**config.mk**
```make
export PLATFORM = sky130hd
export DESIGN_NAME = gmii_frame_gen
export DESIGN_NICKNAME = d
export VERILOG_FILES = /design/src/rtl/gmii_pkg.sv /design/src/rtl/crc32_d8.sv /design/src/rtl/gmii_frame_gen.sv
export SDC_FILE = /design/constraint.sdc
export NUM_CORES = 1
export LEC_CHECK = 0
export ABC_CLOCK_PERIOD_IN_PS = 3300
export CORE_MARGIN = 2
export CORE_UTILIZATION = 59
export CTS_CLUSTER_SIZE = 30
export DETAILED_ROUTE_END_ITERATION = 8
export HOLD_SLACK_MARGIN = 0.02
export PLACE_DENSITY = 0.81
export SYNTH_ARGS = -nofsm -noshare
export SYNTH_HDL_FRONTEND = slang
export SYNTH_SLANG_ARGS = --single-unit
```
**constraint.sdc**
```tcl
create_clock -name clk -period 3.3 [get_ports clk]
set_clock_uncertainty 0.2 [all_clocks]
set_input_delay 0.66 -clock clk [delete_from_list [all_inputs] [get_ports clk]]
set_output_delay 0.66 -clock clk [all_outputs]
set_load 0.005 [all_outputs]
```
**src/rtl/gmii_pkg.sv**
```systemverilog
// Shared constants, state type and CRC32 helper for the GMII frame generator
// and the matching receive checker.
package gmii_pkg;

    localparam logic [7:0]  PREAMBLE_BYTE = 8'h55;
    localparam logic [7:0]  SFD_BYTE      = 8'hD5;
    localparam int unsigned MIN_PAYLOAD   = 46;
    localparam logic [31:0] CRC_POLY      = 32'hEDB88320;
    localparam logic [31:0] CRC_INIT      = 32'hFFFFFFFF;
    localparam logic [31:0] CRC_RESIDUE   = 32'hC704DD7B;

    typedef enum logic [3:0] {
        StIdle,
        StPreamble,
        StSfd,
        StDst,
        StSrc,
        StLen,
        StPayload,
        StPad,
        StFcs,
        StIfg
    } gen_state_t;

    // Reflected CRC32, one byte per call, LSB of the byte first.
    function automatic logic [31:0] crc32_byte(input logic [31:0] crc, input logic [7:0] data);
        logic [31:0] c;
        c = crc ^ {24'h0, data};
        for (int i = 0; i < 8; i++) begin
            c = c[0] ? ((c >> 1) ^ CRC_POLY) : (c >> 1);
        end
        return c;
    endfunction

    // Byte k of a MAC address, most significant byte first.
    function automatic logic [7:0] mac_byte(input logic [47:0] mac, input logic [2:0] k);
        logic [7:0] b;
        case (k)
            3'd0:    b = mac[47:40];
            3'd1:    b = mac[39:32];
            3'd2:    b = mac[31:24];
            3'd3:    b = mac[23:16];
            3'd4:    b = mac[15:8];
            default: b = mac[7:0];
        endcase
        return b;
    endfunction

endpackage

```
**src/rtl/crc32_d8.sv**
```systemverilog
// Byte-wide CRC32 register: synchronous init, accumulate when en is high.
// crc_next exposes the value including the current data byte.
module crc32_d8
    import gmii_pkg::*;
(
    input  logic        clk,
    input  logic        rst,
    input  logic        init,
    input  logic        en,
    input  logic [7:0]  data,
    output logic [31:0] crc,
    output logic [31:0] crc_next
);

    logic [31:0] crc_q;

    assign crc_next = crc32_byte(crc_q, data);
    assign crc      = crc_q;

    always_ff @(posedge clk) begin
        if (rst || init) begin
            crc_q <= CRC_INIT;
        end else if (en) begin
            crc_q <= crc_next;
        end
    end

endmodule

```
**src/rtl/gmii_frame_gen.sv**
```systemverilog
// GMII test-frame generator: bursts of identical Ethernet II frames with
// patterned payload, padding, FCS and optional CRC / tx_er fault injection.
module gmii_frame_gen
    import gmii_pkg::*;
#(
    parameter logic [47:0]  DEST_MAC  = 48'h023528fbdd66,
    parameter logic [47:0]  SRC_MAC   = 48'h072227acdb65,
    parameter int unsigned  MAX_LEN   = 1500,
    parameter int unsigned  IFG_BYTES = 12,
    parameter int unsigned  CNT_W     = 16,
    localparam int unsigned LEN_W     = $clog2(MAX_LEN + 1)
) (
    input  logic             clk,
    input  logic             rst,
    input  logic             start,
    input  logic             stop,
    input  logic [LEN_W-1:0] len,
    input  logic [7:0]       seed,
    input  logic [CNT_W-1:0] num_frames,
    input  logic             crc_corrupt,
    input  logic             er_inject,
    output logic [7:0]       gmii_tx_d,
    output logic             gmii_tx_en,
    output logic             gmii_tx_er,
    output logic             busy,
    output logic             done,
    output logic [CNT_W-1:0] frames_sent
);

    gen_state_t       state_q;
    logic [15:0]      cnt_q;
    logic [LEN_W-1:0] len_q;
    logic [7:0]       seed_q;
    logic [CNT_W-1:0] num_q;
    logic             corrupt_q;
    logic             er_q;
    logic             stop_pend_q;
    logic [7:0]       d_q;
    logic             en_q;
    logic             er_out_q;
    logic             busy_q;
    logic             done_q;
    logic [CNT_W-1:0] sent_q;

    logic [31:0]      crc;
    logic [31:0]      crc_next;
    logic [LEN_W-1:0] len_clamp;
    logic [15:0]      len_field;
    logic             pay_last;
    logic             pad_needed;
    logic             end_cond;
    logic [7:0]       fcs_first;
    logic [7:0]       fcs_hi;

    // The byte on the wire is folded into the CRC one cycle later, so the
    // first FCS byte has to come from crc_next rather than the register.
    crc32_d8 u_crc (
        .clk      (clk),
        .rst      (rst),
        .init     (state_q == StPreamble),
        .en       (state_q inside {StDst, StSrc, StLen, StPayload, StPad}),
        .data     (d_q),
        .crc      (crc),
        .crc_next (crc_next)
    );

    always_comb begin
        len_clamp = len;
        if (32'(len) > MAX_LEN) begin
            len_clamp = LEN_W'(MAX_LEN);
        end
        len_field  = 16'(len_q);
        pay_last   = (cnt_q == len_field - 16'd1);
        pad_needed = (len_field < 16'(MIN_PAYLOAD));
        end_cond   = ((num_q != '0) && (sent_q == num_q)) || stop_pend_q || stop;
        fcs_first  = ~crc_next[7:0] ^ {7'b0, corrupt_q};
        case (cnt_q[1:0])
            2'd0:    fcs_hi = ~crc[15:8];
            2'd1:    fcs_hi = ~crc[23:16];
            default: fcs_hi = ~crc[31:24];
        endcase
    end

    always_ff @(posedge clk) begin
        if (rst) begin
            state_q     <= StIdle;
            cnt_q       <= '0;
            len_q       <= '0;
            seed_q      <= '0;
            num_q       <= '0;
            corrupt_q   <= 1'b0;
            er_q        <= 1'b0;
            stop_pend_q <= 1'b0;
            d_q         <= '0;
            en_q        <= 1'b0;
            er_out_q    <= 1'b0;
            busy_q      <= 1'b0;
            done_q      <= 1'b0;
            sent_q      <= '0;
        end else begin
            done_q   <= 1'b0;
            er_out_q <= 1'b0;
            if (state_q != StIdle && stop) begin
                stop_pend_q <= 1'b1;
            end
            unique case (state_q)
                StIdle: begin
                    stop_pend_q <= 1'b0;
                    if (start) begin
                        len_q     <= len_clamp;
                        seed_q    <= seed;
                        num_q     <= num_frames;
                        corrupt_q <= crc_corrupt;
                        er_q      <= er_inject;
                        sent_q    <= '0;
                        state_q   <= StPreamble;
                        cnt_q     <= '0;
                        d_q       <= PREAMBLE_BYTE;
                        en_q      <= 1'b1;
                        busy_q    <= 1'b1;
                    end
                end
                StPreamble: begin
                    if (cnt_q == 16'd6) begin
                        state_q <= StSfd;
                        d_q     <= SFD_BYTE;
                    end else begin
                        cnt_q <= cnt_q + 16'd1;
                    end
                end
                StSfd: begin
                    state_q <= StDst;
                    cnt_q   <= '0;
                    d_q     <= mac_byte(DEST_MAC, 3'd0);
                end
                StDst: begin
                    if (cnt_q == 16'd5) begin
                        state_q <= StSrc;
                        cnt_q   <= '0;
                        d_q     <= mac_byte(SRC_MAC, 3'd0);
                    end else begin
                        cnt_q <= cnt_q + 16'd1;
                        d_q   <= mac_byte(DEST_MAC, cnt_q[2:0] + 3'd1);
                    end
                end
                StSrc: begin
                    if (cnt_q == 16'd5) begin
                        state_q <= StLen;
                        cnt_q   <= '0;
                        d_q     <= len_field[15:8];
                    end else begin
                        cnt_q <= cnt_q + 16'd1;
                        d_q   <= mac_byte(SRC_MAC, cnt_q[2:0] + 3'd1);
                    end
                end
                StLen: begin
                    if (cnt_q == 16'd0) begin
                        cnt_q <= 16'd1;
                        d_q   <= len_field[7:0];
                    end else if (len_field == 16'd0) begin
                        state_q <= StPad;
                        cnt_q   <= '0;
                        d_q     <= 8'h00;
                    end else begin
                        state_q  <= StPayload;
                        cnt_q    <= '0;
                        d_q      <= seed_q;
                        er_out_q <= er_q;
                    end
                end
                StPayload: begin
                    if (pay_last && pad_needed) begin
                        state_q <= StPad;
                        cnt_q   <= cnt_q + 16'd1;
                        d_q     <= 8'h00;
                    end else if (pay_last) begin
                        state_q <= StFcs;
                        cnt_q   <= '0;
                        d_q     <= fcs_first;
                    end else begin
                        cnt_q <= cnt_q + 16'd1;
                        d_q   <= seed_q + cnt_q[7:0] + 8'd1;
                    end
                end
                StPad: begin
                    // cnt_q keeps counting payload positions so padding ends at 46 bytes.
                    if (cnt_q == 16'(MIN_PAYLOAD - 1)) begin
                        state_q <= StFcs;
                        cnt_q   <= '0;
                        d_q     <= fcs_first;
                    end else begin
                        cnt_q <= cnt_q + 16'd1;
                        d_q   <= 8'h00;
                    end
                end
                StFcs: begin
                    if (cnt_q == 16'd3) begin
                        state_q <= StIfg;
                        cnt_q   <= '0;
                        d_q     <= 8'h00;
                        en_q    <= 1'b0;
                        if (IFG_BYTES == 1) begin
                            done_q <= end_cond;
                        end
                    end else begin
                        cnt_q <= cnt_q + 16'd1;
                        d_q   <= fcs_hi;
                        if (cnt_q == 16'd2 && sent_q != '1) begin
                            sent_q <= sent_q + CNT_W'(1);
                        end
                    end
                end
                StIfg: begin
                    // done_q is raised only for the last gap cycle of the burst.
                    if (cnt_q == 16'(IFG_BYTES - 1)) begin
                        cnt_q <= '0;
                        if (done_q) begin
                            state_q <= StIdle;
                            busy_q  <= 1'b0;
                        end else begin
                            state_q <= StPreamble;
                            d_q     <= PREAMBLE_BYTE;
                            en_q    <= 1'b1;
                        end
                    end else begin
                        cnt_q <= cnt_q + 16'd1;
                        if (32'(cnt_q) + 32'd2 == IFG_BYTES) begin
                            done_q <= end_cond;
                        end
                    end
                end
                default: state_q <= StIdle;
            endcase
        end
    end

    assign gmii_tx_d   = d_q;
    assign gmii_tx_en  = en_q;
    assign gmii_tx_er  = er_out_q;
    assign busy        = busy_q;
    assign done        = done_q;
    assign frames_sent = sent_q;

endmodule

```
Word level (Yosys, flattened, before mapping)
Index checks and enable logic that the tools add are counted. Widths: inputs -> output; s select.

Add/sub/neg operators: 7. Multiply operators: 0. Divide/modulo/power cells: 0. Magnitude comparators: 2. Equal/unequal tests: 38. Shifts and indexed selects: 0. Muxes and demuxes: 59. Bitwise logic cells: 17. Reduce and logical (&&, ||, !) cells: 31.

Operators with widths (number): $mux 32 (8); $mux 16 (10); $pmux 16 s9 (1); $not 13->14 (8); $mux 8 (12); $pmux 8 s10 (1); $pmux 8 s5 (2); $mux 4 (10); $pmux 4 s10 (1); $add 16x1->16 const B (2); $eq 16x16->1 (2); $eq 16x2->1 const B (2); $eq 16x3->1 const B (2); $logic_not 16->1 (2); $not 8->8 (4); $pmux 16 s2 (1); $xor 32x8->32 (1); $ne 2x2->1 const B (10); $add 16x2->17 const B (1); $eq 17x4->1 const B (1); $eq 16x4->1 const B (1); $eq 16x6->1 const B (1); $eq 4x3->1 const B (4); $ne 16x16->1 const B (1); 41 further kinds (66).

Register bits after elaboration: 118. Bits in latches: 0. RAM bits: 0. ROM bits: 0. Input bits: 41. Output and inout bits: 28. Memories kept: 0.

Logic depth before layout (Yosys ltp)
Gate-level depths: netlist of run 1.

Word-level depth: 22. Depth in mapped cells: 12. Mapped depth without buffers: 10.

Hierarchy
Synthesis of run 1 repeated with hierarchy kept, for this count alone.

Cell total of the unflattened synthesis: 1045. Area, all modules: 8105.3 um^2.

Modules (own cells, without submodules): gmii_frame_gen (instances 1, cells an instance 849, area an instance 6183.4 um^2, seq. area each 1721.7 um^2); crc32_d8 (instances 1, cells an instance 196, area an instance 1921.8 um^2, seq. area each 640.6 um^2).

Worst setup path after synthesis of run 1
Ideal clock, no wire load.

Path kind: register -> register. Start point: register len_q[0]. End point: register d_q[6], in the netlist gmii_tx_d[6]. Setup time: 0.120 ns. Arrival time: 2.489 ns. Data required time: 2.980 ns. Setup slack: 0.491 ns. Stages on the path, launching flop included: 12. Buffers on the path: 2. Clock period less this slack: 2.809 ns. Cells stage by stage: dfxtp_1 > clkbuf_1 > inv_1 > ha_1 > or2b_2 > nor3_1 > xnor2_1 > or4_4 > buf_6 > nor2_2 > nor3_1 > o31a_1.

Cells in the longest elaborated chain, start to end: 5.

RTL lines: from (decl) (RTL line gmii_frame_gen.sv:32) `logic [LEN_W-1:0] len_q;`; from (signal assigned) (RTL line gmii_frame_gen.sv:110) `len_q <= len_clamp;`; $sub 11x1->12 (RTL line gmii_frame_gen.sv:73) `pay_last = (cnt_q == len_field - 16'd1);`; $eq 16x16->1 (RTL line gmii_frame_gen.sv:73); $mux 8 or $logic_and 1x1->1 (tied branches) (RTL line gmii_frame_gen.sv:176, gmii_frame_gen.sv:172); $mux 8 (RTL line gmii_frame_gen.sv:172) `if (pay_last && pad_needed) begin`; $pmux 8 s10 (*) (RTL line gmii_frame_gen.sv:106) `unique case (state_q)`; to (signal assigned) (RTL line gmii_frame_gen.sv:179) `d_q <= fcs_first;`; to (signal assigned) (RTL line gmii_frame_gen.sv:182) `d_q <= seed_q + cnt_q[7:0] + 8'd1;`; to (signal assigned) (RTL line gmii_frame_gen.sv:190) `d_q <= fcs_first;`; to (decl) (RTL line gmii_frame_gen.sv:38) `logic [7:0] d_q;`.

Mark *: on every way between the ends. The rest lies on a longest branch, timed or not. A chain may end at the register's enable or synchronous reset.

Worst setup path after layout of run 1
Start point: register len_q[3]. End point: register cnt_q[9].

Cells in the longest elaborated chain, start to end: 5.

RTL lines: $sub 11x1->12 (RTL line gmii_frame_gen.sv:73); $eq 16x16->1 (RTL line gmii_frame_gen.sv:73); $mux 16 or $logic_and 1x1->1 (tied branches) (RTL line gmii_frame_gen.sv:176, gmii_frame_gen.sv:172); $mux 16 (*) (RTL line gmii_frame_gen.sv:172); $pmux 16 s9 (*) (RTL line gmii_frame_gen.sv:106); to (signal assigned) (RTL line gmii_frame_gen.sv:174) `cnt_q <= cnt_q + 16'd1;`; to (signal assigned) (RTL line gmii_frame_gen.sv:181) `cnt_q <= cnt_q + 16'd1;`; to (signal assigned) (RTL line gmii_frame_gen.sv:192) `cnt_q <= cnt_q + 16'd1;`; to (decl) (RTL line gmii_frame_gen.sv:31) `logic [15:0] cnt_q;`.

Marked as above.

==> run_results.csv, run 1 <==
group,metric,value,unit
status,outcome,"complete, no violations",
logic_synthesis,syn_nets,1071,
worst_setup_path,r2r_setup_slack,150,ps
routing,route.detailed.vias_per_inst,6.28,
sta,finalCritPeriodShare,95.6,%
sta,setup_ws,146,ps
cells_and_area,fillerInstances,1041,
clocking,path_clk_slew,60,ps
sta,maxSlewViolCount,0,
worst_setup_path,worst_path_dominant_cell_family,"compound AO/OA/AOI/OAI gates",
place,dp.final_hpwl,17.9,mm
pwr,pwr-share-seq,25.6,%
floorplan,initial_utilization,59.9,%
routing,first_pass_detailed_route_iteration_total,6,
routing,postRouteWirelength,24.4,mm
logic_synthesis,synth.avg_cell_area,7.76,µm²
worst_setup_path,worst_r2r_endpoint,"cnt_q[9]$_SDFFE_PP0P_",
worst_setup_path,data_required_time_of_the_worst_path,3390,ps
clocking,tritoncts,"built",
grt,via_count_of_the_first_global_routing_pass,7371,
logic_synthesis,synth.most_common_cell,"sky130_fd_sc_hd__nand2_1",
logic_synthesis,sequential_element_share_of_the_synthesized_area,30.2,%
floorplan,rows,42,
worst_setup_path,worstReg2RegStart,"len_q[3]$_SDFFE_PP0P_",
worst_setup_path,crit_path_cell_trace,"or3_1, or4_1, o21ai_2, a21boi_4, a21oi_2, buf_4, o21ai_1, o21ai_0",
pwr,p_sw,0.00323,W
place,routabilityCongestion,1.04,
floorplan,die_width,119,µm
grt,grt_antenna_before_repair,0,
logic_synthesis,netlist_area,7840,µm²
flow_run,max-cap-violations,0,
logic_synthesis,ys_ff_latch,118,
sta,final.setup.tns,0,ps
logic_synthesis,synthTopCellsByArea,"sky130_fd_sc_hd__dfxtp_1 30%, sky130_fd_sc_hd__xnor2_1 8.6%, sky130_fd_sc_hd__nand2_1 8.4%",
worst_setup_path,timing.reg2reg.worst_path_depth,8,
sta,timing.final.crit_period,3150,ps
clocking,cts.sink_count,118,
logic_synthesis,synth_top_flop_cell,"sky130_fd_sc_hd__dfxtp_1",
logic_synthesis,async_flop_share,0,%
min_path,worstHoldStart,"corrupt_q$_SDFFE_PP0P_",
worst_setup_path,critical_path.max_fanout,17,
grt,grt_use_total,34.7,%
logic_synthesis,top_cells_by_instance_count_after_synthesis,"176 x sky130_fd_sc_hd__nand2_1, 118 x sky130_fd_sc_hd__dfxtp_1, 77 x sky130_fd_sc_hd__xnor2_1, 72 x sky130_fd_sc_hd__nor2_1, 52 x sky130_fd_sc_hd__a21oi_1",
pwr,peakVddDrop,0.000518,V
logic_synthesis,yosys.area.top_type_share,30.2,%
clocking,numCtsBuffers,17,
pwr,p_int,0.00437,W
worst_setup_path,critPathSlowestCell,"sky130_fd_sc_hd__or4_1",
place,io_buffers,68,
pwr,power-per-cell-area,807,nW/µm²
pwr,power.switching_fraction,42.6,%
logic_synthesis,synth_enable_flop_cells,0,
floorplan,fp.dieH,119,µm
cells_and_area,area_delta_synth_final,20.2,%
sta,fmax,317,MHz
pwr,power.static_leakage,3.59,nW
worst_setup_path,critPathCaptureType,"flip-flop",
min_path,hold-path-cell-count,2,
pwr,clock_power_share,25.4,%
routing,detail_route.drc_violations,0,
worst_setup_path,count_of_buffering_cells_on_the_critical_path_with_inverters_included,1,
logic_synthesis,post_synth_inst_count,1010,
worst_setup_path,timing.setup.critical_path_class,"reg -> reg",
cells_and_area,drive_gt1_share,11.7,%
clocking,clock_path_buffers,2,
logic_synthesis,synth_cell_types,75,
cells_and_area,design.final.nets,1143,
min_path,worstHoldPathType,"reg -> reg",
sta,worst-slew-pin-transition,868,ps
floorplan,pin_count,69,
grt,grt_first_pass_wirelength,38.7,mm
clocking,clock-root-buffer,"sky130_fd_sc_hd__clkbuf_16",
floorplan,die_footprint,14200,µm²
worst_setup_path,critical_path_arrival,3250,ps
min_path,hold_end,"corrupt_q$_SDFFE_PP0P_",
clocking,postCtsHoldBufs,0,
grt,maximum_number_of_pins_on_one_net_before_global_route_repair,51,
place,place_ws,114,ps
clocking,clock_latency,440,ps
sta,setup_viol_count_final,0,
floorplan,core_area,13100,µm²
logic_synthesis,post_synthesis_cell_type_with_the_largest_combined_area,"sky130_fd_sc_hd__dfxtp_1",
sta,timing.max_slew.rel_slack,42.1,%
grt,grt_remaining_overflow,0,
sta,grt_setup_unrepaired,"no",
worst_setup_path,critical_path.max_stage_delay,560,ps
sta,timing.final.hold_violations,0,
cells_and_area,antenna_cells_inserted,0,
routing,wire_length_per_cell_after_detailed_routing,19.2,µm
clocking,h-tree-depth,4,
routing,drt_iter0_drc,920,
routing,antenna_violating_nets_post_route,0,
logic_synthesis,synth_warnings,0,
pwr,combinationalPowerShare,49.0,%
worst_setup_path,critPathLaunchType,"flip-flop",
routing,detailroute.via_count,7977,
-- cell families (layout without fill, tap and decap cells) --
logic type,after synthesis,count (layout),synth area share [%]
compound gates,230,230,19.8
xor+xnor,123,123,13.9
fa+ha+maj,20,20,3.29
buf+inv,90,175,5.37
flops,118,118,30.2
mux,4,4,0.511
simple gates,425,425,26.9
-- routing by layer --
metal	routed length (µm)	global-route usage, %	part of all wire (%)
met1	9890	44.6	41
met2	11200	54.8	46
met3	2280	9.00	9.3
met4	1030	15.3	4.2
met5	0	0	0
-- metrics by stage --
step / std cells / utilization, % / instance area [µm²] / power (W) / hold slack (ps)
floorplan: 1010 / - / 7840 / 0.00453 / 232
global placement: 1237 / 67.1 / 8780 / 0.00549 / 253
detailed placement: 1237 / 67.1 / 8780 / 0.00553 / 252
CTS: 1269 / 71.8 / 9400 / 0.00750 / 266
global route: 1271 / 72.0 / 9420 / 0.00796 / 306
finish: 1271 / 72.0 / 9420 / 0.00760 / 264
-- sequential cells by signal, indices dropped and copies added (netlist names) --
name,flops
er_q,1
cnt_q,16
u_crc.crc,32
frames_sent,16
gmii_tx_er,1
corrupt_q,1
seed_q,8
state_q,4
num_q,16
stop_pend_q,1
gmii_tx_d,8
done,1
gmii_tx_en,1
len_q,11
busy,1
-- what timing repair did --
action,in CTS,in global routing
setup endpoints to repair,0,5
resized for setup,0,2
buffers inserted,0,2
-- how the worst max path moves through the flow --
stage	startpoint	end	slack, ps	cells after the start
2_1_floorplan	len_q[0]$_SDFFE_PP0P_	gmii_tx_d[6]$_SDFFE_PP0P_	490	11
3_3_place_gp	len_q[6]$_SDFFE_PP0P_	cnt_q[9]$_SDFFE_PP0P_	200	8
3_5_place_dp	len_q[2]$_SDFFE_PP0P_	cnt_q[9]$_SDFFE_PP0P_	110	8
4_1_cts	len_q[2]$_SDFFE_PP0P_	cnt_q[9]$_SDFFE_PP0P_	110	8
5_1_grt	len_q[3]$_SDFFE_PP0P_	cnt_q[9]$_SDFFE_PP0P_	10	8
6_report	len_q[3]$_SDFFE_PP0P_	cnt_q[9]$_SDFFE_PP0P_	150	8
-- tightest hold or removal path, cell delays in order, from the launching register on --
cell and delay (ps):
sky130_fd_sc_hd__dfxtp_1 310, sky130_fd_sc_hd__nand2_1 50, sky130_fd_sc_hd__a21oi_1 50
-- cell usage in the layout, fill, tap and decap left out, types with 6 or more instances in the layout --
cell type	netlist	layout
sky130_fd_sc_hd__a211oi_1	6	6
sky130_fd_sc_hd__a21oi_1	52	52
sky130_fd_sc_hd__a221oi_1	7	7
sky130_fd_sc_hd__a22oi_1	6	6
sky130_fd_sc_hd__a31oi_1	8	8
sky130_fd_sc_hd__and2_1	12	12
sky130_fd_sc_hd__and3_1	10	10
sky130_fd_sc_hd__and4_1	6	6
sky130_fd_sc_hd__buf_4	0	51
sky130_fd_sc_hd__clkbuf_16	0	17
sky130_fd_sc_hd__clkdlybuf4s50_1	0	67
sky130_fd_sc_hd__dfxtp_1	118	118
sky130_fd_sc_hd__ha_1	19	19
sky130_fd_sc_hd__inv_1	22	22
sky130_fd_sc_hd__nand2_1	176	176
sky130_fd_sc_hd__nand3_1	27	27
sky130_fd_sc_hd__nand4_1	21	21
sky130_fd_sc_hd__nor2_1	72	70
sky130_fd_sc_hd__nor2b_1	9	9
sky130_fd_sc_hd__nor3_1	28	28
sky130_fd_sc_hd__nor3_2	6	6
sky130_fd_sc_hd__nor4_1	15	15
sky130_fd_sc_hd__o211ai_1	34	34
sky130_fd_sc_hd__o21a_1	6	6
sky130_fd_sc_hd__o21ai_0	47	47
sky130_fd_sc_hd__o221a_2	7	7
sky130_fd_sc_hd__o221ai_1	10	10
sky130_fd_sc_hd__o22ai_1	11	11
sky130_fd_sc_hd__or2_2	6	6
sky130_fd_sc_hd__or4_1	6	6
sky130_fd_sc_hd__xnor2_1	77	77
sky130_fd_sc_hd__xor2_1	45	45
-- power by group through the flow --
stage          clock network [W]  logic [W]  registers, W
2_1_floorplan                  0    0.00270       0.00183
3_3_place_gp                   0    0.00354       0.00195
3_5_place_dp                   0    0.00357       0.00196
4_1_cts                  0.00194    0.00363       0.00193
5_1_grt                  0.00200    0.00399       0.00197
6_report                 0.00193    0.00372       0.00195
-- cell type report --
| class | instances | area [µm²] | area share (%) |
|---|---|---|---|
| multi-input cells | 802 | 5070 | 53.9 |
| flip-flops and latches | 118 | 2360 | 25.1 |
| repair buffers | 119 | 1060 | 11.2 |
| clock buffers | 18 | 439 | 4.66 |
| well taps | 176 | 220 | 2.34 |
| clock inverters | 14 | 176 | 1.87 |
| inverters | 24 | 90.1 | 0.956 |
No activity file was read; power rests on OpenSTA's default activity.
==> inputs of run 2 (changes only) <==
--- a/config.mk
+++ b/config.mk
@@ -8,4 +8,6 @@
 export ABC_CLOCK_PERIOD_IN_PS = 3300
-export CORE_MARGIN = 2
-export CORE_UTILIZATION = 59
+export CELL_PAD_IN_SITES_DETAIL_PLACEMENT = 0
+export CELL_PAD_IN_SITES_GLOBAL_PLACEMENT = 1
+export CORE_MARGIN = 4
+export CORE_UTILIZATION = 44
 export CTS_CLUSTER_SIZE = 30
@@ -13,3 +15,3 @@
 export HOLD_SLACK_MARGIN = 0.02
-export PLACE_DENSITY = 0.81
+export PLACE_DENSITY_LB_ADDON = 0.1
 export SYNTH_ARGS = -nofsm -noshare
--- a/constraint.sdc
+++ b/constraint.sdc
@@ -4,2 +4,2 @@
 set_output_delay 0.66 -clock clk [all_outputs]
-set_load 0.005 [all_outputs]
+set_load 0.05 [all_outputs]
==> run_results.csv, run 2 (synthesized netlist as in run 1, its figures left out) <==
group,metric,value,unit
cells_and_area,layout.core_utilization,55.3,%
sta,worst-slew-pin-transition,1050,ps
worst_setup_path,timing.reg2reg.worst_path_depth,8,
floorplan,initial_utilization,45.1,%
pwr,combinationalPowerShare,50.8,%
min_path,hold_end,"er_q$_SDFFE_PP0P_",
sta,timing.final.hold_violations,0,
place,dp_cells,1309,
sta,grt_setup_unrepaired,"no",
clocking,cts.sink_count,118,
clocking,clock_path_buffers,2,
sta,timing.final.crit_period,3090,ps
sta,timing.max_slew.rel_slack,30.1,%
worst_setup_path,setup.worst_path.start,"len_q[2]$_SDFFE_PP0P_",
floorplan,die_footprint,20000,µm²
cells_and_area,antenna_cells_inserted,0,
clocking,clock_latency,420,ps
sta,setup_viol_count_final,0,
worst_setup_path,worst_r2r_endpoint,"gmii_tx_d[2]$_SDFFE_PP0P_",
cells_and_area,largest_register_ff_count,32,
clocking,clock-root-buffer,"sky130_fd_sc_hd__clkbuf_16",
cells_and_area,area_delta_synth_final,22.5,%
sta,fmax,324,MHz
pwr,power-per-cell-area,789,nW/µm²
routing,route.detailed.vias_per_inst,5.72,
pwr,power.switching_fraction,43.4,%
floorplan,die_width,141,µm
pwr,p_sw,0.00329,W
cells_and_area,final_cell_mix,"176 x sky130_fd_sc_hd__nand2_1, 118 x sky130_fd_sc_hd__dfxtp_1, 77 x sky130_fd_sc_hd__xnor2_1",
worst_setup_path,r2r_setup_slack,210,ps
routing,drt_iter0_drc,735,
worst_setup_path,data_required_time_of_the_worst_path,3410,ps
worst_setup_path,critPathLaunchType,"flip-flop",
sta,final.setup.tns,0,ps
grt,maximum_number_of_pins_on_one_net_before_global_route_repair,51,
status,outcome,"complete, no violations",
worst_setup_path,timing.setup.critical_path_class,"reg -> reg",
sta,finalCritPeriodShare,93.6,%
floorplan,rows,48,
clocking,tritoncts,"built",
routing,detail_route.drc_violations,0,
grt,grt_antenna_before_repair,0,
worst_setup_path,critical_path_arrival,3200,ps
place,routabilityCongestion,0.991,
place,io_buffers,68,
pwr,peakVddDrop,0.000524,V
pwr,pwr-share-seq,25.1,%
cells_and_area,layout.cells.most_common,"sky130_fd_sc_hd__nand2_1",
pwr,clock_power_share,24.1,%
routing,first_pass_detailed_route_iteration_total,5,
worst_setup_path,worstReg2RegStart,"len_q[2]$_SDFFE_PP0P_",
clocking,numCtsBuffers,17,
routing,detailroute.via_count,7669,
place,dp.final_hpwl,19.0,mm
routing,antenna_violating_nets_post_route,0,
grt,grt_use_total,25.4,%
cells_and_area,finish.cell_count_without_fillers,1341,
floorplan,pin_count,69,
clocking,path_clk_slew,60,ps
worst_setup_path,critPathCaptureType,"flip-flop",
grt,grt_remaining_overflow,0,
clocking,h-tree-depth,4,
min_path,worstHoldStart,"er_q$_SDFFE_PP0P_",
grt,grt_first_pass_wirelength,40.8,mm
pwr,power.static_leakage,3.69,nW
floorplan,core_area,17400,µm²
grt,via_count_of_the_first_global_routing_pass,7290,
cells_and_area,drive_gt1_share,13.2,%
pwr,p_int,0.00429,W
min_path,hold-path-cell-count,2,
routing,postRouteWirelength,25.2,mm
flow_run,max-cap-violations,0,
sta,holdWs,250,ps
clocking,cts.repair_timing.setup_buffer_count,0,
cells_and_area,design.final.nets,1164,
sta,maxSlewViolCount,0,
routing,wire_length_per_cell_after_detailed_routing,18.8,µm
worst_setup_path,critical_path.max_fanout,7,
min_path,worstHoldPathType,"reg -> reg",
floorplan,fp.dieH,141,µm
==> run 2: cell count changes in the layout (fill, tap and decap cells not counted), moves of 2 or more <==
cell and delta:
sky130_fd_sc_hd__buf_4 +21, sky130_fd_sc_hd__bufinv_16 -2, sky130_fd_sc_hd__clkinvlp_4 -3, sky130_fd_sc_hd__inv_6 +5
==> run 2: stage by stage <==
step | cell area, µm² | setup slack, ps | power [W]
finish | 9600 | 213 | 0.00757
global route | 9600 | 55.4 | 0.00803
CTS | 9590 | 207 | 0.00757
detailed placement | 9010 | 232 | 0.00573
global placement | 9010 | 263 | 0.00573
floorplan | 7840 | 491 | 0.00466
==> run 2: final cells by class <==
| type | instances | area, µm² |
|---|---|---|
| clock inverters | 14 | 140 |
| multi-input cells | 802 | 5070 |
| fillers | 1675 | 7760 |
| well taps | 225 | 282 |
| inverters | 24 | 90.1 |
| flip-flops and latches | 118 | 2360 |
| repair buffers | 140 | 1220 |
| clock buffers | 18 | 439 |
==> run 2: how the worst max path moves through the flow <==
stage                                     end  slack (ps)
finish              gmii_tx_d[2]$_SDFFE_PP0P_         210
global route            cnt_q[5]$_SDFFE_PP0P_          60
CTS                    cnt_q[13]$_SDFFE_PP0P_         210
detailed placement     cnt_q[13]$_SDFFE_PP0P_         230
global placement       cnt_q[13]$_SDFFE_PP0P_         260
floorplan           gmii_tx_d[6]$_SDFFE_PP0P_         490
==> run 2: metal layers <==
layer | part of all wire [%] | GRT usage (%) | vias up
li1 | - | - | 3791
met5 | 0 | 0 | -
met1 | 49 | 37.5 | 3624
met3 | 5.3 | 4.62 | 30
met2 | 44 | 38.6 | 224
met4 | 1.4 | 6.06 | 0
==> run 2: power groups by stage <==
stage / clock network [W] / registers, W / logic (W)
global route: 0.00192 / 0.00193 / 0.00418
finish: 0.00182 / 0.00190 / 0.00385
CTS: 0.00185 / 0.00190 / 0.00383
global placement: 0 / 0.00193 / 0.00380
floorplan: 0 / 0.00195 / 0.00270
detailed placement: 0 / 0.00193 / 0.00380
==> run 2: critical path: stages, from the launching register on <==
cell and delay, ps:
sky130_fd_sc_hd__dfxtp_1 310, sky130_fd_sc_hd__or3_1 500, sky130_fd_sc_hd__or4_1 550, sky130_fd_sc_hd__o21ai_1 390, sky130_fd_sc_hd__a21boi_2 310, sky130_fd_sc_hd__buf_4 180, sky130_fd_sc_hd__a21oi_1 80, sky130_fd_sc_hd__o21a_1 190
sky130_fd_sc_hd__o31a_1 280
==> run 2: what timing repair did <==
action                                  CTS  global route
hold buffers                              0             0
endpoints found under the setup margin    0             1
gates resized for setup                   0             1
==> patch, RTL diff (flow settings as in run 1) <==
Set the parameter `CNT_W` to 32 (it was 16).
--- a/src/rtl/gmii_frame_gen.sv
+++ b/src/rtl/gmii_frame_gen.sv
@@ -9,3 +9,3 @@
     parameter int unsigned  IFG_BYTES = 12,
-    parameter int unsigned  CNT_W     = 16,
+    parameter int unsigned  CNT_W     = 32,
     localparam int unsigned LEN_W     = $clog2(MAX_LEN + 1)
Ports: changed (resized frames_sent and num_frames); port bits go from 69 to 101. No check against the original RTL was run, so the function may have changed too.
==> patch against run 1 <==
- wire length rose by 20%
- non-clock buffer count increased by 53
- setup slack worse by 0.043 ns
- critical path type unchanged
- sequential share of layout area increased by 1.5 points
- synthesized area increased by 17%
- sequential cell count increased by 32
- maximum frequency down 1.3%
- total power rose by 14%
- final area up 20%
- global-route usage down 0.077 points
==> patch: results (changes against run 1) <==
FILL cells 1212 (was 1041); Post-Syn Instances 1186 (was 1010); reg2reg setup slack 0.10 ns (was 0.15 ns); metal2 WL 13200 um (was 11200 um); P_leak 0.00430 uW (was 0.00359 uW); met1 usage 46.4% (was 44.6%); status completed (unchanged); adder-cell share of the synthesized area 2.67% (was 3.29%); Psw 3610 uW (was 3230 uW); met2 Use GR 55.1% (was 54.8%); post-detail-place hpwl 21700 um (was 17900 um); vias in the first global route 8541 (was 7371); most area-consuming cells after synthesis dfxtp_1 (33%), xnor2_1 (8.9%), nand2_1 (7.9%), xor2_1 (5.9%), nor2_1 (4.0%) (was dfxtp_1 (30%), xnor2_1 (8.6%), nand2_1 (8.4%), xor2_1 (5.0%), nor2_1 (3.4%)); placed cells 1466 (was 1237); Int Power 5060 uW (was 4370 uW); slew margin rel. 27.6% (was 42.1%); post-synth cell types 72 (was 75); Post-Synth XOR/XNOR Area 14.8% (was 13.9%); reg2reg end gmii_tx_d[6] (was cnt_q[9]); P_comb 4240 uW (was 3720 uW); top cells by count, synth nand2_1 (194), dfxtp_1 (150), nor2_1 (98) (was nand2_1 (176), dfxtp_1 (118), xnor2_1 (77)); arrival time at the worst endpoint 3.31 ns (was 3.25 ns); Worst Min Path Start er_q (was corrupt_q); met3 wire len 2870 um (was 2280 um); final hold slack 0.260 ns (was 0.264 ns)
-- patch: cell type report --
type	instances	area, um2	area share, %
Tap cell	188	235	2.08
Timing Repair Buffer	172	1580	13.9
Clock inverter	14	175	1.55
Inverter	24	92.6	0.818
Sequential cell	150	3010	26.6
Multi-Input combinational cell	936	5810	51.3
Clock buffer	18	429	3.79
-- patch: critical path, stage by stage, from the launching register on --
cell	delay, ns
dfxtp_4	0.36
inv_4	0.05
ha_4	0.12
or3b_4	0.39
nor3_4	0.19
xnor2_1	0.08
or4_4	0.49
a2111oi_4	0.36
clkbuf_16	0.23
buf_12	0.11
and3_2	0.16
o21ai_0	0.07
a311oi_1	0.27
-- patch: logic make-up after synthesis --
group	after synthesis
AO/OA/AOI/OAI	247
multiplexers	6
AND/OR/NAND/NOR	509
XOR/XNOR	155
buffers and inverters	100
flip-flops	150
adder cells (fa/ha/maj)	19
-- patch: timing repair --
item,4_1_cts,5_1_grt
endpoints found under the setup margin,0,15
gates resized for setup,0,18
buffers inserted,0,4
